<file path="src/rtl/video_pkg.sv">
// Shared video definitions: default resolution, coordinate width, pattern and
// sequencer state encodings used across the pixel-clock datapath.
package video_pkg;

  localparam int H_RES_DEF = 1024;
  localparam int V_RES_DEF = 768;
  localparam int COORD_W   = 13;

  typedef enum logic [1:0] {
    PAT_GRADIENT = 2'd0,
    PAT_BARS     = 2'd1,
    PAT_CHECKER  = 2'd2,
    PAT_BOX      = 2'd3
  } pat_e;

  typedef enum logic [1:0] {
    SYNC_WAIT = 2'd0,
    RUN       = 2'd1,
    PAUSED    = 2'd2
  } seq_state_e;

endpackage

</file>
<file path="src/rtl/bounce_axis.sv">
// One axis of the bouncing box: position and direction registers that step by
// STEP per enabled frame, clamping at 0 and LIM and reversing there.
module bounce_axis
  import video_pkg::*;
#(
  parameter int LIM  = 960,
  parameter int STEP = 4
) (
  input  logic               clk_pix,
  input  logic               rst_pix,
  input  logic               step_en,
  output logic [COORD_W-1:0] pos
);

  localparam logic [COORD_W-1:0] LIM_C  = COORD_W'(LIM);
  localparam logic [COORD_W-1:0] STEP_C = COORD_W'(STEP);

  logic [COORD_W-1:0] pos_r;
  logic [COORD_W-1:0] pos_nxt_s;
  logic               dir_r;
  logic               dir_nxt_s;
  logic [COORD_W:0]   sum_s;

  // Next position: one extra bit on the sum so the upper clamp never wraps.
  always_comb begin
    sum_s     = {1'b0, pos_r} + {1'b0, STEP_C};
    pos_nxt_s = pos_r;
    dir_nxt_s = dir_r;
    if (step_en) begin
      if (dir_r) begin
        if (sum_s >= {1'b0, LIM_C}) begin
          pos_nxt_s = LIM_C;
          dir_nxt_s = 1'b0;
        end else begin
          pos_nxt_s = sum_s[COORD_W-1:0];
        end
      end else begin
        if (pos_r <= STEP_C) begin
          pos_nxt_s = {COORD_W{1'b0}};
          dir_nxt_s = 1'b1;
        end else begin
          pos_nxt_s = pos_r - STEP_C;
        end
      end
    end else begin
      pos_nxt_s = pos_r;
    end
  end

  // Position/direction registers; direction 1 means moving towards LIM.
  always_ff @(posedge clk_pix) begin
    if (rst_pix) begin
      pos_r <= {COORD_W{1'b0}};
      dir_r <= 1'b1;
    end else begin
      pos_r <= pos_nxt_s;
      dir_r <= dir_nxt_s;
    end
  end

  assign pos = pos_r;

endmodule

</file>
<file path="src/rtl/frame_sequencer_checker.sv">
// Property checks for frame_sequencer: the update point must fall in blanking.
module frame_sequencer_checker (
  input logic clk_pix,
  input logic rst_pix,
  input logic upd,
  input logic active
);

  upd_in_blanking_a: assert property (@(posedge clk_pix) disable iff (rst_pix) !(upd && active))
    else $error("update point coincides with active video");

endmodule

</file>
<file path="src/rtl/frame_sequencer.sv">
// Once-per-frame controller: on the first blanking line it advances the
// pattern selection and moves the bouncing box, so outputs are stable in active video.
module frame_sequencer
  import video_pkg::*;
#(
  parameter int H_RES          = H_RES_DEF,
  parameter int V_RES          = V_RES_DEF,
  parameter int BOX_SIZE       = 64,
  parameter int BOX_STEP       = 4,
  parameter int FRAMES_PER_PAT = 120,
  parameter int NUM_PATS       = 4
) (
  input  logic               clk_pix,
  input  logic               rst_pix,
  input  logic [COORD_W-1:0] h,
  input  logic [COORD_W-1:0] v,
  input  logic               active,
  input  logic               next_req,
  input  logic               hold,
  output logic [1:0]         pat_sel,
  output logic [COORD_W-1:0] box_x,
  output logic [COORD_W-1:0] box_y,
  output logic               frame_tick,
  output logic [15:0]        frame_cnt
);

  localparam logic [COORD_W-1:0] V_RES_C    = COORD_W'(V_RES);
  localparam logic [15:0]        CNT_LAST_C = 16'(FRAMES_PER_PAT - 1);
  localparam logic [1:0]         PAT_LAST_C = 2'(NUM_PATS - 1);

  seq_state_e  state_r;
  seq_state_e  state_nxt_s;
  logic        pend_r;
  logic        pend_nxt_s;
  logic [1:0]  pat_r;
  logic [1:0]  pat_nxt_s;
  logic [15:0] cnt_r;
  logic [15:0] cnt_nxt_s;
  logic        tick_r;
  logic        upd_s;
  logic        req_s;
  logic        move_s;
  logic        adv_s;

  assign upd_s = (h == {COORD_W{1'b0}}) && (v == V_RES_C);
  // A request arriving on the update cycle itself is honoured immediately.
  assign req_s = pend_r | next_req;

  // Next-state and advance decision, evaluated only at the update point.
  always_comb begin
    state_nxt_s = state_r;
    pend_nxt_s  = req_s;
    pat_nxt_s   = pat_r;
    cnt_nxt_s   = cnt_r;
    move_s      = 1'b0;
    adv_s       = 1'b0;
    if (upd_s) begin
      case (state_r)
        SYNC_WAIT: state_nxt_s = RUN;
        RUN, PAUSED: begin
          pend_nxt_s = 1'b0;
          if (hold) begin
            state_nxt_s = PAUSED;
            adv_s       = req_s;
          end else begin
            state_nxt_s = RUN;
            move_s      = 1'b1;
            if (req_s || (cnt_r == CNT_LAST_C)) begin
              adv_s = 1'b1;
            end else begin
              cnt_nxt_s = cnt_r + 16'd1;
            end
          end
        end
        default: state_nxt_s = SYNC_WAIT;
      endcase
    end else begin
      state_nxt_s = state_r;
    end
    if (adv_s) begin
      pat_nxt_s = (pat_r == PAT_LAST_C) ? 2'd0 : pat_r + 2'd1;
      cnt_nxt_s = 16'd0;
    end else begin
      pat_nxt_s = pat_r;
    end
  end

  // Sequencer registers; frame_tick marks the cycle after each update point.
  always_ff @(posedge clk_pix) begin
    if (rst_pix) begin
      state_r <= SYNC_WAIT;
      pend_r  <= 1'b0;
      pat_r   <= PAT_GRADIENT;
      cnt_r   <= 16'd0;
      tick_r  <= 1'b0;
    end else begin
      state_r <= state_nxt_s;
      pend_r  <= pend_nxt_s;
      pat_r   <= pat_nxt_s;
      cnt_r   <= cnt_nxt_s;
      tick_r  <= upd_s;
    end
  end

  bounce_axis #(.LIM(H_RES - BOX_SIZE), .STEP(BOX_STEP)) u_axis_x (
    .clk_pix (clk_pix),
    .rst_pix (rst_pix),
    .step_en (move_s),
    .pos     (box_x)
  );

  bounce_axis #(.LIM(V_RES - BOX_SIZE), .STEP(BOX_STEP)) u_axis_y (
    .clk_pix (clk_pix),
    .rst_pix (rst_pix),
    .step_en (move_s),
    .pos     (box_y)
  );

  frame_sequencer_checker u_chk (
    .clk_pix (clk_pix),
    .rst_pix (rst_pix),
    .upd     (upd_s),
    .active  (active)
  );

  assign pat_sel    = pat_r;
  assign frame_cnt  = cnt_r;
  assign frame_tick = tick_r;

endmodule

</file>
<file path="config.mk">
export PLATFORM = sky130hd
export DESIGN_NAME = frame_sequencer
export DESIGN_NICKNAME = d
export VERILOG_FILES = /design/src/rtl/video_pkg.sv /design/src/rtl/bounce_axis.sv /design/src/rtl/frame_sequencer_checker.sv /design/src/rtl/frame_sequencer.sv
export SDC_FILE = /design/constraint.sdc
export NUM_CORES = 1
export LEC_CHECK = 0
export BUFFER_PORTS_ARGS = -buffer_cell sky130_fd_sc_hd__buf_4
export CAP_MARGIN = 0
export CORE_ASPECT_RATIO = 1.5
export CORE_MARGIN = 1
export CORE_UTILIZATION = 46
export CTS_CLUSTER_SIZE = 8
export DETAILED_ROUTE_END_ITERATION = 8
export PLACE_DENSITY_LB_ADDON = 0.1
export SLEW_MARGIN = 20
export SYNTH_ARGS = -nofsm -noshare
export SYNTH_HDL_FRONTEND = slang
export SYNTH_SLANG_ARGS = --single-unit
</file>
<file path="constraint.sdc">
create_clock -name clk_pix -period 4.9 [get_ports clk_pix]
set_clock_uncertainty 0.2 [all_clocks]
set_input_delay 0.245 -clock clk_pix [delete_from_list [all_inputs] [get_ports clk_pix]]
set_output_delay 0.245 -clock clk_pix [all_outputs]
set_load 0.05 [all_outputs]
</file>
After elaboration in Yosys (flattened, before gate mapping)
Index checks and enable logic that the tools add are counted.
Cells by class
  bitwise logic cells: 3
  eq/ne operators: 5
  reduce and logical (&&, ||, !) cells: 7
  muxes and demuxes: 24
  $add $sub $neg: 6
  magnitude comparators: 4
Operators with widths (number)
  $mux W13: 6
  $add A13 B3 Y14 const B: 2
  $ge A14 B10 Y1 const B: 2
  $le A13 B3 Y1 const B: 2
  $sub A13 B3 Y13 const B: 2
  $add A16 B1 Y16 const B: 1
  $eq A16 B7 Y1 const B: 1
  $mux W1: 15
  $eq A13 B10 Y1 const B: 1
  $logic_not A13 Y1: 1
  $eq A2 B2 Y1 const B: 2
  $mux W2: 2
  $pmux W2 S2: 1
  $reduce_and A4 Y1: 1
  $reduce_or A2 Y1: 2
  $add A2 B1 Y2 const B: 1
  $eq A2 B1 Y1 const B: 1
  $logic_not A2 Y1: 1
  $not A1 Y1: 2
  $logic_and A1 B1 Y1: 1
  $logic_or A1 B1 Y1: 1
  $or A1 B1 Y1: 1
Word-level totals
  output and inout bits: 45
  register bits after elaboration: 50

Logic depth before layout (Yosys ltp)
  word-level depth: 7
  depth in mapped cells: 8
  gate-level depth less buffers: 7

Modules after synthesis
A second synthesis with hierarchy kept.
Second synthesis, totals
  cell total of the unflattened synthesis: 420
  area total of the unflattened synthesis: 3329.4 um^2
Modules (own cells, without submodules)
  frame_sequencer: seq. area each 440.4 um^2, cells an instance 141, area an instance 1201.2 um^2, times used 1
  bounce_axis (u_axis_x): seq. area each 240.2 um^2, cells an instance 146, area an instance 1101.1 um^2, times used 1
  bounce_axis (u_axis_y): seq. area each 240.2 um^2, cells an instance 133, area an instance 1027.2 um^2, times used 1

Least setup slack after synthesis
Ideal clock, no wire load.
  kind: register to register
  start: register cnt_r[4], in the netlist frame_cnt[4]
  end: register cnt_r[13], in the netlist frame_cnt[13]
  path slack: 2.265 ns
  stages on the path, launching flop included: 8
  arrival time: 2.306 ns
  path through: dfxtp_1 > or4b_1 > o41ai_4 > and4_4 > or2_1 > buf_6 > buf_12 > a21oi_1
On the way
  word-level cells in the longest chain between the ends: 7
  elaborated cells between the ends (all ways): 10
  classes of those cells: add/sub (1); eq/ne (1); mux (4); bitwise (1); reduce/logical (3)
RTL lines
  start, declared: RTL line frame_sequencer.sv:37  | logic [15:0] cnt_r;
  start signal, assigned: RTL line frame_sequencer.sv:100  | cnt_r <= cnt_nxt_s;
  $eq A16 B7 Y1: RTL line frame_sequencer.sv:68  | if (req_s || (cnt_r == CNT_LAST_C)) begin
  $logic_or A1 B1 Y1: RTL line frame_sequencer.sv:68
  $mux W1: RTL line frame_sequencer.sv:68
  $mux W1: RTL line frame_sequencer.sv:62  | if (hold) begin
  $mux W1: RTL line frame_sequencer.sv:58  | case (state_r)
  $mux W1: RTL line frame_sequencer.sv:57  | if (upd_s) begin
  $reduce_or A2 Y1 (no line)
Several ways; a longest one is shown, not always the timed one.
A chain may end at the register's enable or synchronous reset.

Final worst setup path
  start: register state_r[0]
  end: register cnt_r[14], in the netlist frame_cnt[14]
On the way
  word-level cells in the longest chain between the ends: 5
  elaborated cells between the ends (all ways): 7
  classes of those cells: eq/ne (2); mux (2); reduce/logical (3)
RTL lines
  start, declared: RTL line frame_sequencer.sv:31  | seq_state_e state_r;
  start signal, assigned: RTL line frame_sequencer.sv:97  | state_r <= state_nxt_s;
  $eq A2 B1 Y1 or $eq A2 B2 Y1 (tied branches): RTL line frame_sequencer.sv:58
  $reduce_or A2 Y1 (*): RTL line frame_sequencer.sv:58
  $mux W1: RTL line frame_sequencer.sv:58
  $mux W1: RTL line frame_sequencer.sv:57
  $reduce_or A2 Y1 (no line)
Every way passes the cells marked *; elsewhere a longest branch is shown, timed or not.

==> impl_results.md <==
* Hold Buf Count CTS at 0
* Async SR Flop Fraction at 0%
* Clk_lat worst skew at 300 ps
* Clock transition at the registers of the reported paths at 90 ps
* 1st-pass router iterations at 5
* Final hold violations at 0
* GR Util All Layers at 24.9%
* Slew Limit Fails at 0
* Endpoint class of the critical path: flop
* Total gr overflow at 0
* RSZ-0062 raised after global routing: no
* Leak at 1.55 nW
* Non-filler cells, final at 573
* Buffers inserted by post-CTS timing repair at 0
* Crit path max fanout at 12
* Area contributors post-synth: dfxtp_1 27%, a21oi_1 4.9%, ha_1 3.6%
* Die Width at 72.6 um
* Crit path required time at 4920 ps
* Detailed Place HPWL at 6.84 mm
* EDFF count, synth at 0
* Crit path kind: reg -> reg
* Remaining antenna violation count at 0
* Max Root-Sink Buffers at 2
* Routability cong. at 0.848
* Effective utilization at floorplan at 47.6%
* Switch share at 22.8%
* Cell area after synthesis at 0.00344 sq mm
* Buffers on Ports at 70
* IO Pins at 76
* CTS tree: yes
* Drc violations at 0
* Largest net degree at the start of global routing at 28
* Met2 Use GR at 43.3%
* Ant. Diodes at 0
* Vias at 3,578
* Standard-cell row count at 38
* Leading area contributor after synthesis: dfxtp_1
* HP Class: in -> reg
* CTS root buf: clkbuf_8
* Wire per inst at 16.9 um
* Synthesis-stage register bit count at 46
* Ys Warns at 0
* Max-Cap Viols at 0
* Post-placement cell count at 565
* Post-place setup slack at 1940 ps
* Reg power frac at 53.2%
* Syn_area_per_cell at 7.98 sq um
* Drt first-iter violations at 335
* Met1 usage at 30.4%
* Setup violators final at 0
* Vias per std cell at 6.24
* Min cycle time layout at 2970 ps
* Internal cell power at 0.543 mW
* Register Area at 921 sq um
* Routing usage on met3 at 3.56%
* Area Growth Syn to Fin at 16.7%
* Synth Instances at 431
* Logic pwr share at 5.9%
* Tcrit/Tclk final at 60.7%
* Num CTS Buffers at 5
* Power per Cell Area at 175 mW/mm^2
* Outcome: completed
* # fillers at 733
* Initial antenna violation count at 0
* Slew headroom at 36.3%
* Sequential fraction of the synthesis area at 26.8%
* Worst-Margin Slew at 941 ps
* Max Clk Rate at 336 MHz
* Setup_tns at 0 ps
* Final WS setup at 1930 ps
* Fin nets at 513
* Worst vdd ir at 131 uV
* Cell variety after synth at 77
* Synth Flop Type: dfxtp_1
* Layout cells sized above 1 at 20.9%
* Die Ht at 108 um
* Most Crowded Layer GR: met2
* Clock power frac at 40.9%
* First-pass GRT wire length at 15.4 mm
* Critical Path AT at 3000 ps
* Multi-input gate area at 0.00228 sq mm
* Clock tree sinks at 46
* Proportion of netlist area held by the largest area contributor at 26.8%
* H-tree levels at 2
* Core Region at 0.00723 sq mm
* Switch Pwr at 0.161 mW
* PostCTS Resize Cnt at 0
* Vias in the first global route at 3,175
* CP startpoint kind: flop
* DRT Wirelength at 9.67 mm
* Die Footprint at 0.00783 sq mm
## cell type report
class,instances,share of cell area (%)
clock buffer,5,1.71
clock inverter,3,0.998
inverter,13,1.22
multi-input combinational,336,56.9
sequential,46,22.9
tap,100,3.12
timing repair buffer,70,13.1
## power groups by stage
stage                     registers (mW)  logic [mW]  clock network, mW
after CTS                          0.374      0.0409              0.299
after detailed placement           0.383      0.0409                  0
after global placement             0.383      0.0402                  0
after floorplan                    0.383      0.0236                  0
final                              0.374      0.0412              0.288
after global routing               0.375      0.0439              0.313
## final timing paths
check | depth (start not counted) | slack, ps | from | to
max | 7 | 1930 | state_r[0] | frame_cnt[14]
min | 3 | 30 | hold | state_r[1]
max reg2reg | 7 | 1930 | state_r[0] | frame_cnt[14]
min reg2reg | 2 | 300 | state_r[1] | state_r[1]
## layer usage
layer | vias to the layer above | wire, um
met4 | 0 | 138
met3 | 10 | 481
met2 | 124 | 5080
li1 | 1737 | -
met1 | 1707 | 3970
met5 | - | 0
## worst max-delay path, stage by stage (launching register included)
cell and delay (ps):
dfxtp_1 350, inv_1 60, ha_1 320, nor2b_1 360, nand4_2 390, or3_4 570
or4_1 490, a21oi_1 160
## metrics by stage
stage	power (mW)	instance area (sq um)	utilization, %	hold slack (ps)
final	0.703	4010	55.5	28.1
after global routing	0.731	4010	55.5	28.3
after CTS	0.714	4010	55.5	11.6
after detailed placement	0.424	3910	54.0	287
after global placement	0.423	3910	54.0	284
after floorplan	0.407	3450	-	197
## state kept, by name, indices dropped and copies added (netlist names), 2 cells and up
| register | cells |
|---|---|
| u_axis_y.pos | 11 |
| u_axis_x.pos | 11 |
| pat_sel | 2 |
| frame_cnt | 16 |
| state_r | 2 |
## cell families after synthesis
logic type               count (synthesis)  synth area share (%)
other                                    1                 0.109
adder cells (fa/ha/maj)                 10                  3.64
AO/OA/AOI/OAI                          118                  24.3
AND/OR/NAND/NOR                        186                  33.2
buffers and inverters                   52                  7.13
multiplexers                             5                  1.49
flip-flops                              46                  26.8
XOR/XNOR                                13                  3.31
## layout by cell type (no fill, tap or decap), types with 9 or more instances in the layout
master,Yosys,routed
nor3_1,9,9
nor2_1,33,33
or4_1,12,12
a211oi_1,9,9
o21ai_0,20,20
nor4_1,13,13
ha_1,10,10
nand3_1,19,19
buf_4,4,70
nand2_1,23,23
inv_1,12,12
a21oi_1,34,34
nand4_1,16,16
dfxtp_1,46,46
## cell usage after synthesis, types with 10 or more instances
| cell type | n |
|---|---|
| nor4_1 | 13 |
| ha_1 | 10 |
| nand2_1 | 23 |
| o21ai_0 | 20 |
| a21oi_1 | 34 |
| nand4_1 | 16 |
| inv_1 | 12 |
| nor2_1 | 33 |
| dfxtp_1 | 46 |
| nand3_1 | 19 |
| clkbuf_1 | 28 |
| or4_1 | 12 |
(Power assumes the default switching activity.)
